==> config.mk <==
export PLATFORM = sky130hd
export DESIGN_NAME = shift_mix_ark
export DESIGN_NICKNAME = d
export VERILOG_FILES = /design/src/rtl/aes_pkg.sv /design/src/rtl/mix_column.sv /design/src/rtl/shift_mix_ark.sv
export SDC_FILE = /design/constraint.sdc
export NUM_CORES = 1
export LEC_CHECK = 0
export CORE_UTILIZATION = 30
export CTS_CLUSTER_SIZE = 14
export DETAILED_ROUTE_END_ITERATION = 8
export PLACE_DENSITY = 0.48
export SYNTH_ARGS = -nofsm -noshare
export SYNTH_HDL_FRONTEND = slang
export SYNTH_SLANG_ARGS = --single-unit
==> constraint.sdc <==
create_clock -name clk -period 2.22 [get_ports clk]
set_input_delay 0.444 -clock clk [delete_from_list [all_inputs] [get_ports clk]]
set_output_delay 0.444 -clock clk [all_outputs]
set_load 0.02 [all_outputs]
==> src/rtl/aes_pkg.sv <==
// Shared AES widths, state byte-indexing helpers and GF(2^8) arithmetic
// (polynomial 0x11B) used by the round back-end and its MixColumns columns.
package aes_pkg;

    localparam int AES_STATE_W = 128;
    localparam int AES_BYTE_W  = 8;
    localparam int AES_NB      = 4;

    // Byte k of the state holds (row, col) with k = 4*col + row, MSB first.
    function automatic int byte_idx(input int row, input int col);
        return AES_NB * col + row;
    endfunction

    function automatic int byte_msb(input int row, input int col);
        return AES_STATE_W - 1 - AES_BYTE_W * byte_idx(row, col);
    endfunction

    function automatic logic [7:0] xtime(input logic [7:0] b);
        return {b[6:0], 1'b0} ^ (b[7] ? 8'h1b : 8'h00);
    endfunction

    function automatic logic [7:0] gmul(input logic [7:0] a, input logic [7:0] b);
        logic [7:0] acc;
        logic [7:0] x;
        acc = '0;
        x   = a;
        for (int i = 0; i < 8; i++) begin
            if (b[i]) acc = acc ^ x;
            x = xtime(x);
        end
        return acc;
    endfunction

endpackage

==> src/rtl/mix_column.sv <==
// One-column MixColumns (32 bits, row 0 in the top byte), purely combinational.
// The InvMixColumns path and the inv_i port exist only when SMA_INV_EN is defined.
module mix_column
    import aes_pkg::*;
(
    input  logic [31:0] col_i,
`ifdef SMA_INV_EN
    input  logic        inv_i,
`endif
    output logic [31:0] col_o
);

    logic [7:0] b0, b1, b2, b3;
    logic [7:0] e0, e1, e2, e3;

    assign b0 = col_i[31:24];
    assign b1 = col_i[23:16];
    assign b2 = col_i[15:8];
    assign b3 = col_i[7:0];

    assign e0 = gmul(b0, 8'h02) ^ gmul(b1, 8'h03) ^ b2 ^ b3;
    assign e1 = b0 ^ gmul(b1, 8'h02) ^ gmul(b2, 8'h03) ^ b3;
    assign e2 = b0 ^ b1 ^ gmul(b2, 8'h02) ^ gmul(b3, 8'h03);
    assign e3 = gmul(b0, 8'h03) ^ b1 ^ b2 ^ gmul(b3, 8'h02);

`ifdef SMA_INV_EN
    logic [7:0] d0, d1, d2, d3;

    assign d0 = gmul(b0, 8'h0e) ^ gmul(b1, 8'h0b) ^ gmul(b2, 8'h0d) ^ gmul(b3, 8'h09);
    assign d1 = gmul(b0, 8'h09) ^ gmul(b1, 8'h0e) ^ gmul(b2, 8'h0b) ^ gmul(b3, 8'h0d);
    assign d2 = gmul(b0, 8'h0d) ^ gmul(b1, 8'h09) ^ gmul(b2, 8'h0e) ^ gmul(b3, 8'h0b);
    assign d3 = gmul(b0, 8'h0b) ^ gmul(b1, 8'h0d) ^ gmul(b2, 8'h09) ^ gmul(b3, 8'h0e);

    assign col_o = inv_i ? {d0, d1, d2, d3} : {e0, e1, e2, e3};
`else
    assign col_o = {e0, e1, e2, e3};
`endif

endmodule

==> src/rtl/shift_mix_ark.sv <==
// AES round back-end: ShiftRows -> MixColumns (skipped on the last round) -> AddRoundKey,
// as a 2-stage valid/ready pipeline. SMA_INV_EN adds in_inv for the equivalent-inverse round.
module shift_mix_ark
    import aes_pkg::*;
#(
    parameter int TAG_W = 4
) (
    input  logic                   clk,
    input  logic                   rst_n,
    input  logic                   in_valid,
    output logic                   in_ready,
    input  logic [AES_STATE_W-1:0] in_state,
    input  logic [AES_STATE_W-1:0] in_key,
    input  logic                   in_last,
    input  logic [TAG_W-1:0]       in_tag,
`ifdef SMA_INV_EN
    input  logic                   in_inv,
`endif
    output logic                   out_valid,
    input  logic                   out_ready,
    output logic [AES_STATE_W-1:0] out_state,
    output logic [TAG_W-1:0]       out_tag
);

    // Handshake: a beat moves on any edge where valid && ready; valid never depends on
    // ready, each stage advances when it is empty or the stage after it advances, and
    // in_ready is the combinational S1 advance (no skid buffer).
    logic                   adv1;
    logic                   adv2;
    logic                   v1_q;
    logic                   v2_q;
    logic [AES_STATE_W-1:0] sr_d;
    logic [AES_STATE_W-1:0] mc_d;
    logic [AES_STATE_W-1:0] st1_d;
    logic [AES_STATE_W-1:0] st1_q;
    logic [AES_STATE_W-1:0] key1_q;
    logic [TAG_W-1:0]       tag1_q;
    logic [AES_STATE_W-1:0] out_state_d;
    logic [AES_STATE_W-1:0] out_state_q;
    logic [TAG_W-1:0]       out_tag_q;

    assign adv2     = !v2_q || out_ready;
    assign adv1     = !v1_q || adv2;
    assign in_ready = adv1;

    // ShiftRows is a fixed byte permutation: out(r,c) = in(r,(c+r) mod 4).
    always_comb begin
        sr_d = '0;
        for (int c = 0; c < AES_NB; c++) begin
            for (int r = 0; r < AES_NB; r++) begin
`ifdef SMA_INV_EN
                sr_d[byte_msb(r, c) -: AES_BYTE_W] = in_inv
                    ? in_state[byte_msb(r, (c + AES_NB - r) % AES_NB) -: AES_BYTE_W]
                    : in_state[byte_msb(r, (c + r) % AES_NB) -: AES_BYTE_W];
`else
                sr_d[byte_msb(r, c) -: AES_BYTE_W] =
                    in_state[byte_msb(r, (c + r) % AES_NB) -: AES_BYTE_W];
`endif
            end
        end
    end

    for (genvar c = 0; c < AES_NB; c++) begin : g_mc
        mix_column u_mix_column (
            .col_i (sr_d[AES_STATE_W-1-32*c -: 32]),
`ifdef SMA_INV_EN
            .inv_i (in_inv),
`endif
            .col_o (mc_d[AES_STATE_W-1-32*c -: 32])
        );
    end

    assign st1_d       = in_last ? sr_d : mc_d;
    assign out_state_d = st1_q ^ key1_q;

    // Data registers load only with a valid beat, so idle-cycle inputs never reach S2.
    always_ff @(posedge clk or negedge rst_n) begin
        if (!rst_n) begin
            v1_q   <= 1'b0;
            st1_q  <= '0;
            key1_q <= '0;
            tag1_q <= '0;
        end else if (adv1) begin
            v1_q <= in_valid;
            if (in_valid) begin
                st1_q  <= st1_d;
                key1_q <= in_key;
                tag1_q <= in_tag;
            end
        end
    end

    always_ff @(posedge clk or negedge rst_n) begin
        if (!rst_n) begin
            v2_q        <= 1'b0;
            out_state_q <= '0;
            out_tag_q   <= '0;
        end else if (adv2) begin
            v2_q <= v1_q;
            if (v1_q) begin
                out_state_q <= out_state_d;
                out_tag_q   <= tag1_q;
            end
        end
    end

    assign out_valid = v2_q;
    assign out_state = out_state_q;
    assign out_tag   = out_tag_q;

endmodule

==> results of run 1 <==
==> cells in the final DEF, fill, tap and decap left out, types with 2 or more instances in the layout <==
cell and count:
and3_1 7, o211ai_1 119, clkbuf_1 9, nand2_4 3, clkdlybuf4s50_1 395, buf_12 33
dfrtp_1 394, o21ai_1 9, a221o_1 6, xnor2_1 422, clkinv_4 2, nand2_1 647
bufinv_16 6, xor2_1 122, nor2_1 3, xnor2_2 9, nand2b_1 3, clkinvlp_4 3
clkinv_2 13, a31oi_1 2, buf_4 151, diode_2 7, xnor3_1 5, o21ai_0 119
nand3_1 119, clkbuf_16 51, mux2_2 4, clkbuf_8 7
==> area by class of cell <==
class	instances	area share, %
Multi-Input combinational cell	1606	34.9
Sequential cell	394	34.8
Timing Repair Buffer	582	20.4
Clock buffer	67	4.96
Tap cell	873	3.85
Clock inverter	25	1.04
Antenna cell	7	0.0618
Inverter	1	0.0132
==> per-layer routing <==
layer / vias to the layer above / track usage [%] / wire [µm]
met2: 369 / 32.5 / 32100
met4: 12 / 7.69 / 2290
met1: 7825 / 25.8 / 30500
li1: 7910 / - / -
met5: - / 0 / 80
met3: 121 / 4.50 / 3680
==> critical path: cells and delay by family, from the launching register on <==
family | cells | cell delay, ns
DFF | 1 | 0.47
buffers and inverters | 1 | 0.39
and+or+nand+nor | 1 | 0.23
==> cell usage after synthesis, types with 7 or more instances <==
| library cell | instances | area (µm²) |
|---|---|---|
| and3_1 | 7 | 43.8 |
| buf_1 | 13 | 48.8 |
| buf_2 | 92 | 460 |
| clkbuf_1 | 26 | 97.6 |
| dfrtp_1 | 394 | 9860 |
| nand2_1 | 650 | 2440 |
| nand3_1 | 119 | 596 |
| o211ai_1 | 119 | 893 |
| o21ai_0 | 119 | 596 |
| o21ai_1 | 9 | 45.0 |
| xnor2_1 | 422 | 3700 |
| xnor2_2 | 9 | 146 |
| xor2_1 | 122 | 1070 |
==> kinds of logic after synthesis <==
| logic type | after synthesis | synth area share, % |
|---|---|---|
| multiplexers | 5 | 0.270 |
| XOR/XNOR | 559 | 24.8 |
| AO/OA/AOI/OAI | 256 | 7.93 |
| flip-flops | 394 | 48.4 |
| buffers and inverters | 136 | 3.18 |
| AND/OR/NAND/NOR | 786 | 15.4 |
==> worst paths after layout <==
path	from	to	slack, ns	depth (start not counted)
worst min register to register	tag1_q[3]$_DFFE_PN0P_	tag1_q[3]$_DFFE_PN0P_	0.47	2
min in group asynchronous	rst_n	key1_q[89]$_DFFE_PN0P_	0.33	2
worst max register to register	v1_q$_DFFE_PN0P_	st1_q[67]$_DFFE_PN0P_	0.45	5
worst max-delay path	v1_q$_DFFE_PN0P_	in_ready	0.1	2
max in group asynchronous	rst_n	st1_q[45]$_DFFE_PN0P_	1.04	3
worst min-delay path	in_last	st1_q[25]$_DFFE_PN0P_	0.30	4
==> stage by stage <==
| step | cells | TNS [ns] | setup slack (ns) | instance area, µm² |
|---|---|---|---|---|
| 3_3_place_gp | 3455 | -0.0324 | -0.0262 | 26600 |
| 3_5_place_dp | 3455 | -0.0228 | -0.0107 | 26600 |
| 6_report | 3555 | 0 | 0.0964 | 28300 |
| 5_1_grt | 3554 | 0 | 0.0480 | 28300 |
| 2_1_floorplan | 2136 | 0 | 0.498 | 20400 |
| 4_1_cts | 3548 | 0 | 0.0667 | 28300 |
==> power groups by stage <==
stage	sequential, µW	clock (µW)	combinational (µW)
2_1_floorplan	10700	0	3670
3_3_place_gp	10200	0	8380
3_5_place_dp	10200	0	8430
4_1_cts	10100	8710	8470
5_1_grt	10300	8980	9080
6_report	10100	8430	8350
==> state kept, by name, indices dropped and copies added (netlist names) <==
| signal | count |
|---|---|
| tag1_q | 4 |
| st1_q | 128 |
| out_tag | 4 |
| out_valid | 1 |
| out_state | 128 |
| v1_q | 1 |
| key1_q | 128 |
==> timing repair <==
item,4_1_cts,5_1_grt
resized for setup,1,0
endpoints found under the hold margin,23,0
endpoints found under the setup margin,1,0
hold buffers,1,0
==> key figures, run 1 <==
Pwr
  • Combinational power share: 31.1%
  • Reg power frac: 37.5%
  • Tot Pwr: 26800 µW
  • Cell area power density: 947 nW/µm²
  • Static Leakage: 0.0120 µW
  • Sw Pwr: ~8700 µW
  • Clock network power share: 31.4%
  • Maximum VDD drop: approximately 0.56 mV
  • Cell Int Power: 18100 µW
  • Switch share: 32.5%

Logic synthesis
  • Synth Cell Area: 20400 µm²
  • Library cells used by synthesis: 29
  • Synth Area per Inst: 9.54 µm²
  • Syn Nets: around 2400
  • Sequential element share of the synthesized area: 48.4%
  • Number of flops mapped to enable cells by yosys: 0
  • Synth warn: 0
  • Synth Instances: 2136
  • Post-synthesis register bit count: 394
  • Main synth FF type: dfrtp_1
  • Share of synthesized registers carrying an async set or reset: 100%

Clock network
  • Root Buffer: clkbuf_16
  • CTS Sinks: 394
  • CTS clk-pin slew, worst paths: 0.06 ns
  • Clock Latency Late Sink: roughly 0.59 ns
  • Setup bufs post-CTS: 0
  • Maximum clock path buffer count: 3
  • CTS tree: yes
  • H-tree depth: 2
  • Cts bufs inserted: 50

Route
  • DR vias: roughly 16000
  • Drt total wl: 68600 µm
  • Post-route DRC: 0
  • Drt wl/cell: 19.3 µm
  • DRT antenna net count: 0
  • Vias per std cell: 4.57
  • DRT iter0 DRCs: 764
  • Drt pass-1 iters: 4

Floorplanning
  • Core area: 67200 µm²
  • Initial Utilization: 30.3%
  • # IOs: around 400
  • Die Area: 69000 µm²
  • Die Y: ~260 µm
  • Die Wd: about 260 µm
  • Cell Rows: 95

Global routing
  • Vias in the first global route: 17338
  • Global route overflow: 0
  • GRT Util Overall: between 10% and 20%
  • Initial antenna violation count: 13
  • First-pass GRT wire length: 107000 µm
  • Pin count of the biggest net entering global routing: 90

Setup path
  • Slowest cell on crit path: dfrtp_1
  • Crit path cell chain: nand3b_2 > dlygate4sd2_1
  • Slowest stage delay, CP: 0.47 ns
  • CP Data Required Time: 1.78 ns
  • CP startpoint kind: flop
  • Kind of critical path: reg2out
  • Setup crit end kind: output port
  • CP Max Fanout: 4
  • WP data arrival: between 1.5 and 2 ns

Placed design
  • IO buf count: between 300 and 400
  • Placer Congestion: 0.878
  • DP Wirelength: 51100 µm

Timing
  • Peak Freq: ~470 MHz
  • Endpoints failing setup: 0
  • RSZ-0062 raised after global routing: false
  • Tightest hold margin: slightly above 0.3 ns
  • Normalized max-slew margin: 55.9%
  • Final period util: 95.7%
  • Final hold viol count: 0
  • Clock skew: approximately 0.013 ns
  • Least-Margin Pin Slew: 0.660 ns
  • Tmin final: ~2.1 ns
  • Final Max Slew Viols: 0

Layout
  • Fillers: around 6500
  • Seq. cell area: a little under 10000 µm²
  • Layout area overhead: 39.1%
  • Fin util: roughly 42%
  • Share of post-route cells with drive strength above 1: a little over a tenth
  • NumNets Final: 2900
  • Area taken by multi-input logic gates: 9890 µm²

Worst hold path
  • HP Class: in2reg

Flow run
  • Max cap viols: 0

Outcome
  • Status: finished, final reports clean
Note: power is estimated with default switching activity, not from simulation.
==> run 2: changes to the inputs <==
Settings changed: ABC_CLOCK_PERIOD_IN_PS set to 2220.
==> results of run 2 <==
Final layout, timing and power as in run 1 (identical DEF).
==> run 3: changes to the inputs <==
Settings changed: GPL_ROUTABILITY_DRIVEN set to 0.
==> results of run 3 <==
Final layout, timing and power as in run 1 (identical DEF).
